[config.mk]
export PLATFORM = sky130hd
export DESIGN_NAME = mcp_mux_buf
export DESIGN_NICKNAME = d
export VERILOG_FILES = /design/src/rtl/mcp_buf_pkg.sv /design/src/rtl/mcp_buf_fifo.sv /design/src/rtl/mcp_mux_buf.sv
export SDC_FILE = /design/constraint.sdc
export NUM_CORES = 1
export LEC_CHECK = 0
export ABC_AREA = 1
export ABC_CLOCK_PERIOD_IN_PS = 3150
export CAP_MARGIN = 40
export CORE_MARGIN = 2
export CORE_UTILIZATION = 53
export DETAILED_ROUTE_END_ITERATION = 12
export HOLD_SLACK_MARGIN = 0.06
export PLACE_DENSITY = 0.76
export SYNTH_ARGS = -nofsm -noshare
export SYNTH_HDL_FRONTEND = slang
export SYNTH_SLANG_ARGS = --single-unit
[constraint.sdc]
create_clock -name clk_a -period 3.15 [get_ports clk_a]
set_clock_uncertainty 0.2 [all_clocks]
set_input_delay 0.4725 -clock clk_a [delete_from_list [all_inputs] [get_ports clk_a]]
set_output_delay 0.4725 -clock clk_a [all_outputs]
set_load 0.02 [all_outputs]
[src/rtl/mcp_buf_pkg.sv]
// mcp_buf_pkg: shared constants and width helpers for the buffered MCP mux.
// Provides default parameters, a clog2-style helper, channel-tag width and slice index.
package mcp_buf_pkg;

    localparam int DEF_DWIDTH = 8;
    localparam int DEF_NUM_CH = 4;
    localparam int DEF_DEPTH  = 4;

    // Bits needed to index v items (0 for v <= 1).
    function automatic int clog2(input int v);
        int r;
        r = 0;
        for (int i = 0; i < 31; i++) begin
            if ((1 << i) < v) r = i + 1;
        end
        return r;
    endfunction

    // Channel tag width, never narrower than one bit.
    function automatic int cw_of(input int n);
        return (clog2(n) < 1) ? 1 : clog2(n);
    endfunction

    // Low bit of channel ch inside a packed multi-channel bus.
    function automatic int slice_lo(input int ch, input int w);
        return ch * w;
    endfunction

endpackage

[src/rtl/mcp_buf_fifo.sv]
// mcp_buf_fifo: single-channel DEPTH x DWIDTH synchronous FIFO, sync active-high reset.
// Ports: clk, rst, push, pop, wdata, rdata (head word, combinational), full, empty.
module mcp_buf_fifo
    import mcp_buf_pkg::*;
#(
    parameter int DWIDTH = DEF_DWIDTH,
    parameter int DEPTH  = DEF_DEPTH
) (
    input  logic              clk,
    input  logic              rst,
    input  logic              push,
    input  logic              pop,
    input  logic [DWIDTH-1:0] wdata,
    output logic [DWIDTH-1:0] rdata,
    output logic              full,
    output logic              empty
);

    localparam int AW = clog2(DEPTH);

    logic [DWIDTH-1:0] mem [DEPTH];
    logic [AW-1:0]     wr_ptr;
    logic [AW-1:0]     rd_ptr;
    logic [AW:0]       count;
    logic              do_push;
    logic              do_pop;

    assign full    = (count == (AW+1)'(DEPTH));
    assign empty   = (count == '0);
    assign do_push = push && !full;
    assign do_pop  = pop && !empty;
    assign rdata   = mem[rd_ptr];

    always_ff @(posedge clk) begin
        if (do_push) mem[wr_ptr] <= wdata;
    end

    // Pointers are log2(DEPTH) wide, so they wrap on their own.
    always_ff @(posedge clk) begin
        if (rst) begin
            wr_ptr <= '0;
            rd_ptr <= '0;
            count  <= '0;
        end else begin
            if (do_push) wr_ptr <= wr_ptr + 1'b1;
            if (do_pop)  rd_ptr <= rd_ptr + 1'b1;
            unique case ({do_push, do_pop})
                2'b10:   count <= count + 1'b1;
                2'b01:   count <= count - 1'b1;
                default: count <= count;
            endcase
        end
    end

endmodule

[src/rtl/mcp_mux_buf.sv]
// mcp_mux_buf: NUM_CH buffered asend/aready producers merged round-robin onto one
// bvalid/bload port with tag bchan. Ports: clk_a, rst_a (sync, active-high), asend,
// adatain, aready, bload, bvalid, bdata, bchan, aerr. Macro MCP_BUF_ERR_EN enables aerr.
module mcp_mux_buf
    import mcp_buf_pkg::*;
#(
    parameter  int DWIDTH = DEF_DWIDTH,
    parameter  int NUM_CH = DEF_NUM_CH,
    parameter  int DEPTH  = DEF_DEPTH,
    localparam int CW     = cw_of(NUM_CH)
) (
    input  logic                     clk_a,
    input  logic                     rst_a,
    input  logic [NUM_CH-1:0]        asend,
    input  logic [NUM_CH*DWIDTH-1:0] adatain,
    output logic [NUM_CH-1:0]        aready,
    input  logic                     bload,
    output logic                     bvalid,
    output logic [DWIDTH-1:0]        bdata,
    output logic [CW-1:0]            bchan,
    output logic [NUM_CH-1:0]        aerr
);

    logic [NUM_CH-1:0] full;
    logic [NUM_CH-1:0] empty;
    logic [NUM_CH-1:0] push;
    logic [NUM_CH-1:0] pop;
    logic [DWIDTH-1:0] rdata [NUM_CH];

    logic [CW-1:0]     rr_ptr;
    logic [CW-1:0]     rr_next;
    logic [CW-1:0]     grant;
    logic [DWIDTH-1:0] grant_data;
    logic              found;
    logic              stage_free;

    // A full FIFO refuses the push even if it is popped in the same cycle.
    assign aready     = ~full;
    assign push       = asend & ~full;
    assign stage_free = !bvalid || bload;

    for (genvar g = 0; g < NUM_CH; g++) begin : g_ch
        mcp_buf_fifo #(
            .DWIDTH (DWIDTH),
            .DEPTH  (DEPTH)
        ) u_fifo (
            .clk    (clk_a),
            .rst    (rst_a),
            .push   (push[g]),
            .pop    (pop[g]),
            .wdata  (adatain[slice_lo(g, DWIDTH) +: DWIDTH]),
            .rdata  (rdata[g]),
            .full   (full[g]),
            .empty  (empty[g])
        );
    end

    // First non-empty channel at or after rr_ptr, wrapping.
    always_comb begin
        int idx;
        idx        = 0;
        found      = 1'b0;
        grant      = '0;
        grant_data = '0;
        for (int k = 0; k < NUM_CH; k++) begin
            idx = int'(rr_ptr) + k;
            if (idx >= NUM_CH) idx = idx - NUM_CH;
            if (!found && !empty[idx]) begin
                found      = 1'b1;
                grant      = CW'(idx);
                grant_data = rdata[idx];
            end
        end
    end

    assign rr_next = (int'(grant) == NUM_CH - 1) ? '0 : grant + 1'b1;

    always_comb begin
        pop = '0;
        if (stage_free && found) pop[grant] = 1'b1;
    end

    // Output stage: reloads whenever it is free; otherwise holds.
    always_ff @(posedge clk_a) begin
        if (rst_a) begin
            bvalid <= 1'b0;
            bdata  <= '0;
            bchan  <= '0;
            rr_ptr <= '0;
        end else if (stage_free) begin
            if (found) begin
                bvalid <= 1'b1;
                bdata  <= grant_data;
                bchan  <= grant;
                rr_ptr <= rr_next;
            end else begin
                bvalid <= 1'b0;
            end
        end
    end

`ifdef MCP_BUF_ERR_EN
    // Sticky: a send into a full channel is lost and flagged until reset.
    always_ff @(posedge clk_a) begin
        if (rst_a) aerr <= '0;
        else       aerr <= aerr | (asend & full);
    end
`else
    assign aerr = '0;
`endif

endmodule

==> Yosys cells after proc, flatten, opt, wreduce, memory -nomap -nowiden <==
Memories as Yosys holds them, arrays and structs flattened. A register that Yosys moved wholly into a read port is not among the register bits.
Cells that the tools add are included.
{ "op_classes": {"add_sub_neg": 24, "mul": 0, "n_div": 0, "n_lt_le_gt_ge": 14, "n_eq_ne": 13, "shift": 0, "muxes": 65, "n_bitwise": 6, "n_reduce_logical": 37} }
{ "op_table": {"columns": ["op", "count"], "rows": [
  ["32-bit by 3-bit >= comparator with 1-bit output, second input constant", 4],
  ["32-bit by 4-bit less-than comparator with 1-bit output, second input constant", 4],
  ["32-bit 2-to-1 mux", 4],
  ["32-bit NOT", 4],
  ["8-bit 2-to-1 mux", 12],
  ["8-bit binary-select mux with 2-bit select", 4],
  ["2-bit 2-to-1 mux", 13],
  ["3-bit case mux with 2 select lines", 4],
  ["1-bit 2-to-1 mux", 22],
  ["2-bit by 1-bit adder with 2-bit output, second input constant", 9],
  ["1-bit zero test", 14],
  ["1-bit logical AND", 13],
  ["3-bit by 1-bit adder with 3-bit output, second input constant", 4],
  ["3-bit equality test, second input constant", 4],
  ["3-bit zero test", 4],
  ["3-bit by 1-bit subtractor with 3-bit output, second input constant", 4],
  ["3-bit by 3-bit subtractor with 4-bit output, second input constant", 3],
  ["2-bit by 1-bit equality test with 1-bit output, second input constant", 5],
  ["3-bit >= comparator, second input constant", 3],
  ["1-bit binary-select mux with 2-bit select", 4],
  ["2-bit equality test, second input constant", 4],
  ["2-bit nonzero test", 4],
  ["2-bit by 2-bit adder with 3-bit output, second input constant", 2],
  ["4-bit bitwise AND", 1],
  ["10 further kinds", 10]
]} }
{ "totals": {"ff_bits": 41, "latchBits": 0, "mem_bits_rw": 128, "mem_bits_ro": 0, "out_inout_bits": 19, "elab_cells": 179, "n_memories": 4} }
{ "memory_table": {"columns": ["memory", "words", "width", "read_ports", "rd_ports_with_merged_regs", "wr", "line_no", "rtl"], "rows": [
  ["g_ch[0].u_fifo.mem", 4, 8, 1, 1, 1, "mcp_buf_fifo.sv:21", "logic [DWIDTH-1:0] mem [DEPTH];"],
  ["g_ch[1].u_fifo.mem", 4, 8, 1, 1, 1, "mcp_buf_fifo.sv:21", null],
  ["g_ch[2].u_fifo.mem", 4, 8, 1, 1, 1, "mcp_buf_fifo.sv:21", null],
  ["g_ch[3].u_fifo.mem", 4, 8, 1, 1, 1, "mcp_buf_fifo.sv:21", null]
]} }

==> Longest topological paths before layout <==
{ "depth": {"depth_word": 23, "ltp_mapped": 24, "depth_no_buf": 23} }

==> Modules after synthesis <==
A second synthesis with hierarchy kept.
{ "unflattened": {"cells_unflattened": 935, "hier_area_um2": 8640.8} }
{ "by_module_without_submodules": {"columns": ["mod", "n_inst", "cells_each", "area_each_um2"], "rows": [
  ["mcp_buf_fifo", 4, 146, 1691.6],
  ["mcp_mux_buf", 1, 351, 1874.3]
]} }

==> Least setup slack after synthesis <==
Ideal clock, no wire load.
{ "synth_timing": {"path_kind": "reg2reg", "from": "reg rr_ptr[0]", "to": "reg g_ch[0].u_fifo.count[2]", "setup_time_ps": 122, "arrival_ps": 2932, "setup_slack_ps": -104, "path_stages_with_launch": 22, "n_path_buf": 1, "period_less_slack_ps": 3254, "path_cell_list": "dfxtp_1 -> buf_6 -> inv_4 -> nand3_1 -> nand2_1 -> o21ai_0 -> inv_1 -> nand3_2 -> inv_1 -> o21ai_1 -> ha_1 -> inv_1 -> a21oi_1 -> nand3_1 -> inv_1 -> ha_1 -> inv_1 -> fa_1 -> a21oi_1 -> o21ai_0 -> o21ai_0 -> a21oi_1"} }
{ "synth_between": {"elab_chain_cells": 23, "word_cells_on_any_way": 55} }
{ "synth_lines": {"columns": ["item", "line_no", "rtl"], "rows": [
  ["from (decl)", "mcp_mux_buf.sv:30", "logic [CW-1:0] rr_ptr;"],
  ["from (signal assigned)", "mcp_mux_buf.sv:95", "rr_ptr <= rr_next;"],
  ["2-bit by 1-bit adder with 3-bit output", "mcp_mux_buf.sv:66", "idx = int'(rr_ptr) + k;"],
  ["3-bit by 3-bit subtractor with 4-bit output / 3-bit >= comparator (equally long branches)", "mcp_mux_buf.sv:67", "if (idx >= NUM_CH) idx = idx - NUM_CH;"],
  ["32-bit 2-to-1 mux", "mcp_mux_buf.sv:67", null],
  ["1-bit binary-select mux with 2-bit select", "mcp_mux_buf.sv:68", "if (!found && !empty[idx]) begin"],
  ["1-bit 2-to-1 mux (implied by the code) (2 in a row)", "mcp_mux_buf.sv:68", null],
  ["1-bit zero test", "mcp_mux_buf.sv:68", null],
  ["1-bit logical AND", "mcp_mux_buf.sv:68", null],
  ["1-bit 2-to-1 mux", "mcp_mux_buf.sv:68", null],
  ["(+7 left out)", null, null],
  ["1-bit logical AND (implied by the code)", "mcp_mux_buf.sv:80", "if (stage_free && found) pop[grant] = 1'b1;"],
  ["1-bit 2-to-1 mux (implied by the code)", "mcp_mux_buf.sv:80", null],
  ["1-bit demux with 2-bit select", "mcp_mux_buf.sv:80", null],
  ["4-bit 2-to-1 mux (*)", "mcp_mux_buf.sv:80", null],
  ["1-bit logical AND (*)", "mcp_buf_fifo.sv:31", "assign do_pop = pop && !empty;"],
  ["named net g_ch[0].u_fifo.do_pop", "mcp_buf_fifo.sv:26", "logic do_pop;"],
  ["2-bit by 1-bit equality test with 1-bit output / 2-bit equality test (equally long branches)", "mcp_buf_fifo.sv:47", "unique case ({do_push, do_pop})"],
  ["3-bit case mux with 2 select lines / 2-bit nonzero test (equally long branches)", null, null],
  ["to (signal assigned)", "mcp_buf_fifo.sv:48", "2'b10: count <= count + 1'b1;"],
  ["to (signal assigned)", "mcp_buf_fifo.sv:49", "2'b01: count <= count - 1'b1;"],
  ["to (signal assigned)", "mcp_buf_fifo.sv:50", "default: count <= count;"],
  ["to (decl)", "mcp_buf_fifo.sv:24", "logic [AW:0] count;"]
]} }
Mark *: on every way through the listed nets, which the timed path passes. The rest lies on a longest branch. The select of a mux whose other input is x is not followed.
A chain may end at the register's enable or synchronous reset.

==> Worst setup path after layout <==
{ "layout_timing": {"from": "reg rr_ptr[0]", "to": "reg g_ch[3].u_fifo.count[2]"} }
{ "layout_between": {"elab_chain_cells": 23, "word_cells_on_any_way": 55} }
{ "layout_lines": {"columns": ["item", "line_no", "rtl"], "rows": [
  ["2-bit by 1-bit adder with 3-bit output", "mcp_mux_buf.sv:66", null],
  ["3-bit by 3-bit subtractor with 4-bit output / 3-bit >= comparator (equally long branches)", "mcp_mux_buf.sv:67", null],
  ["32-bit 2-to-1 mux", "mcp_mux_buf.sv:67", null],
  ["1-bit binary-select mux with 2-bit select", "mcp_mux_buf.sv:68", null],
  ["1-bit 2-to-1 mux (implied by the code) (2 in a row)", "mcp_mux_buf.sv:68", null],
  ["1-bit zero test", "mcp_mux_buf.sv:68", null],
  ["1-bit logical AND", "mcp_mux_buf.sv:68", null],
  ["1-bit 2-to-1 mux", "mcp_mux_buf.sv:68", null],
  ["(+6 left out)", null, null],
  ["named net grant[0]", "mcp_mux_buf.sv:32", "logic [CW-1:0] grant;"],
  ["(+1 left out)", null, null],
  ["1-bit logical AND (implied by the code)", "mcp_mux_buf.sv:80", null],
  ["1-bit 2-to-1 mux (implied by the code)", "mcp_mux_buf.sv:80", null],
  ["1-bit demux with 2-bit select (*)", "mcp_mux_buf.sv:80", null],
  ["4-bit 2-to-1 mux (*)", "mcp_mux_buf.sv:80", null],
  ["1-bit logical AND (*)", "mcp_buf_fifo.sv:31", null],
  ["named net g_ch[3].u_fifo.do_pop", "mcp_buf_fifo.sv:26", null],
  ["2-bit by 1-bit equality test with 1-bit output / 2-bit equality test (equally long branches)", "mcp_buf_fifo.sv:47", null],
  ["3-bit case mux with 2 select lines / 2-bit nonzero test (equally long branches)", null, null],
  ["to (signal assigned)", "mcp_buf_fifo.sv:48", null],
  ["to (signal assigned)", "mcp_buf_fifo.sv:49", null],
  ["to (signal assigned)", "mcp_buf_fifo.sv:50", null],
  ["to (decl)", "mcp_buf_fifo.sv:24", null]
]} }
Marks and branches as above.

==> metrics <==
fmax between 200 and 300 MHz; DRC violation count after routing 0; Die Wd 130.5 um; initial antenna violation count 0; Max transition margin 0.5284; Final Hold Fails 0; hold buffers post-CTS 0; vias 6805; Remaining Overflow, GRT 0; Buffers on Ports 53; P&R area growth vs syn 26.09%; Setup crit end kind flip-flop; Die Area 0.01704 sq mm; clock buffer depth 2; placed insts 1247; Max-Cap Viols 0; busiest grt layer met2; Netlist cell types 32; synthesis-stage register bit count 177; diode count 0; main area contributors after synthesis edfxtp_1, nand2_1, dfxtp_1; unrepaired setup endpoints after global routing true; share of layout cells above drive strength 1 0.1908; Yosys top cell by area edfxtp_1; CP max FO 4; Initial Util 0.5380; Sequential Power Share 0.277; Root Driver clkbuf_16; failing checks setup timing; Ports 58; Leak Pwr 4.425 nW; Post-synth ARST share 0; fin nets 1144; Max VDD drop between 500 and 600 uV; TritonCTS Sinks between 150 and 200; Slowest cell on crit path fa_2; initial DRC count 516; Critical Path RT 3.29 ns; DP HPWL approximately 13000 um; fin cells approximately 1300; CTS tree built; H-tree depth 4; top cells by count, synth nand2_1, edfxtp_1, nand3_1; routability cong. around 0.87; Startpoint Class flip-flop; post-synthesis sequential area ratio 0.5686; Worst Tran Pin Value 0.7047 ns; max-slew violations 0; first-pass GRT wire length about 30000 um; GRT Total Usage 0.2374; Chip Height between 100 and 150 um; CTS buffer count 17; status finished, violations left; Worst path max stage delay 0.38 ns; 1st-pass router iterations 4; total power about 11 mW; grt met1 use 0.2868; Warnings, synthesis 0; count leader, synth nand2_1; Fin Hold WS 0.3008 ns; P_int between 6 and 7 mW; period utilization 1.071; minimum clock period around 3.4 ns; grt met2 use 0.4059; final setup violation count 6; vias per std cell between 5 and 6; vias in the first global route 6264; cell count after synthesis approximately 950; PD cells between 1000 and 1500 mW/mm^2; top-area cell type share of the netlist area 0.4530; Worst path most repeated cell inv_2; row count 46; Worst-path clk slew roughly 0.070 ns; DRT Wirelength between 15000 and 20000 um; net switching power 4.766 mW; Final WS setup -0.2241 ns; worst min path class reg -> reg; CP Cell Sequence buf_6 -> buf_12 -> xnor2_4 -> nand3_2 -> nand2_4 -> nor2_4 -> nand3_4 -> nand2_1 -> nand2_1 -> nand2_2 -> inv_2 -> ha_4 -> inv_2 -> a21oi_2 -> nand3_2 -> inv_2 -> ha_4 -> inv_2 -> fa_2 -> a21oi_2 -> o21ai_2 -> o21ai_1 -> a21oi_1; combinational power share 0.545; ANT nets after route 0; met3 Track Usage GR 0.05497; syn_area_per_cell roughly 9 sq um; Core Area between 0.015 and 0.02 sq mm; clock power share 0.178; largest net degree at the start of global routing 35; Post-synth EDFFs about 130; Primary FF master, synth edfxtp_1; Worst EP arrival roughly 3.5 ns; crit path kind reg -> reg; WL/cell ~15 um; switching share of total power 0.4273; Post-Synthesis Cell Area 0.008484 sq mm; worst skew pair latency approximately 0.45 ns
==> kinds of logic (layout without fill, tap and decap cells) <==
| kind of cell | count (synthesis) | after routing | synth area share |
|---|---|---|---|
| buffers and inverters | 119 | 252 | 0.06091 |
| AND/OR/NAND/NOR | 517 | 517 | 0.2525 |
| XOR/XNOR | 6 | 6 | 0.009291 |
| flip-flops | 177 | 177 | 0.5686 |
| AO/OA/AOI/OAI | 106 | 106 | 0.06341 |
| other | 1 | 4 | 0.0004420 |
| adder cells (fa/ha/maj) | 28 | 28 | 0.04483 |
==> layout make-up <==
type,count,area [sq um]
Tap cell,216,270.3
Sequential cell,177,4830
Inverter,77,299.0
Clock inverter,14,130.1
Fill cell,1181,5072
Multi-Input combinational cell,661,3477
Clock buffer,18,429.2
Timing Repair Buffer,143,1262
==> critical path: cells and delay by family (launching register included) <==
family / cells / cell delay [ns]
adder cells (fa/ha/maj): 3 / 0.64
XOR/XNOR: 1 / 0.19
AND/OR/NAND/NOR: 8 / 0.77
flip-flops: 1 / 0.34
AO/OA/AOI/OAI: 5 / 0.57
buffers and inverters: 6 / 0.57
==> cells in the final DEF (no fill, tap or decap), drive strengths merged <==
master	instances
ha	24
clkinvlp	4
a31oi	1
xnor2	1
clkinv	5
nor2	54
clkdlybuf4s50	53
dfxtp	49
clkbuf	18
nand2	346
inv	82
fa	4
xor2	5
or2	1
buf	90
nand4	1
conb	4
nand3	115
o21a	1
a21oi	57
o21ai	47
edfxtp	128
==> final timing paths <==
kind / start / end / depth (start not counted) / slack (ns)
worst max-delay path: rr_ptr[0] / g_ch[3].u_fifo.count[2] / 23 / -0.22
worst min-delay path: g_ch[0].u_fifo.rd_ptr[1] / g_ch[0].u_fifo.rd_ptr[1] / 2 / 0.30
worst max register to register: rr_ptr[0] / g_ch[3].u_fifo.count[2] / 23 / -0.22
worst min register to register: g_ch[0].u_fifo.rd_ptr[1] / g_ch[0].u_fifo.rd_ptr[1] / 2 / 0.30
==> state kept, by name, summed over array words and instances, names as in the netlist, named ones only <==
register	count
g_ch.u_fifo.wr_ptr	8
g_ch.u_fifo.rd_ptr	8
g_ch.u_fifo.mem	128
g_ch.u_fifo.count	12
rr_ptr	2
bchan	2
bdata	8
bvalid	1
==> timing repair <==
item | CTS | global route
setup buffers | 25 | 9
resized for setup | 30 | 57
endpoints found under the hold margin | 0 | 0
endpoints found under the setup margin | 4 | 14
pin swaps | 14 | 36
==> power by group through the flow <==
stage | clock network [mW] | registers [mW] | logic, mW
2_1_floorplan | 0 | 3.11 | 3.24
3_3_place_gp | 0 | 3.10 | 4.62
3_5_place_dp | 0 | 3.11 | 4.70
4_1_cts | 2.01 | 3.08 | 5.32
5_1_grt | 2.08 | 3.13 | 6.66
6_report | 1.99 | 3.09 | 6.08
==> routing by layer <==
metal,vias up,part of all wire
met5,-,0
met4,0,0.034
met3,47,0.051
met2,198,0.50
met1,3171,0.41
li1,3389,-
==> through the flow <==
step	instance area, sq um	TNS (ns)	utilization	setup slack, ns
2_1_floorplan	8538	-0.01738	-	-0.009631
3_3_place_gp	9597	-0.02118	0.6085	-0.02118
3_5_place_dp	9597	-0.2980	0.6085	-0.1094
4_1_cts	10460	0	0.6634	0.0002640
5_1_grt	10700	-2.112	0.6784	-0.3847
6_report	10700	-0.6923	0.6784	-0.2241
Note: power is estimated with default switching activity, not from simulation.
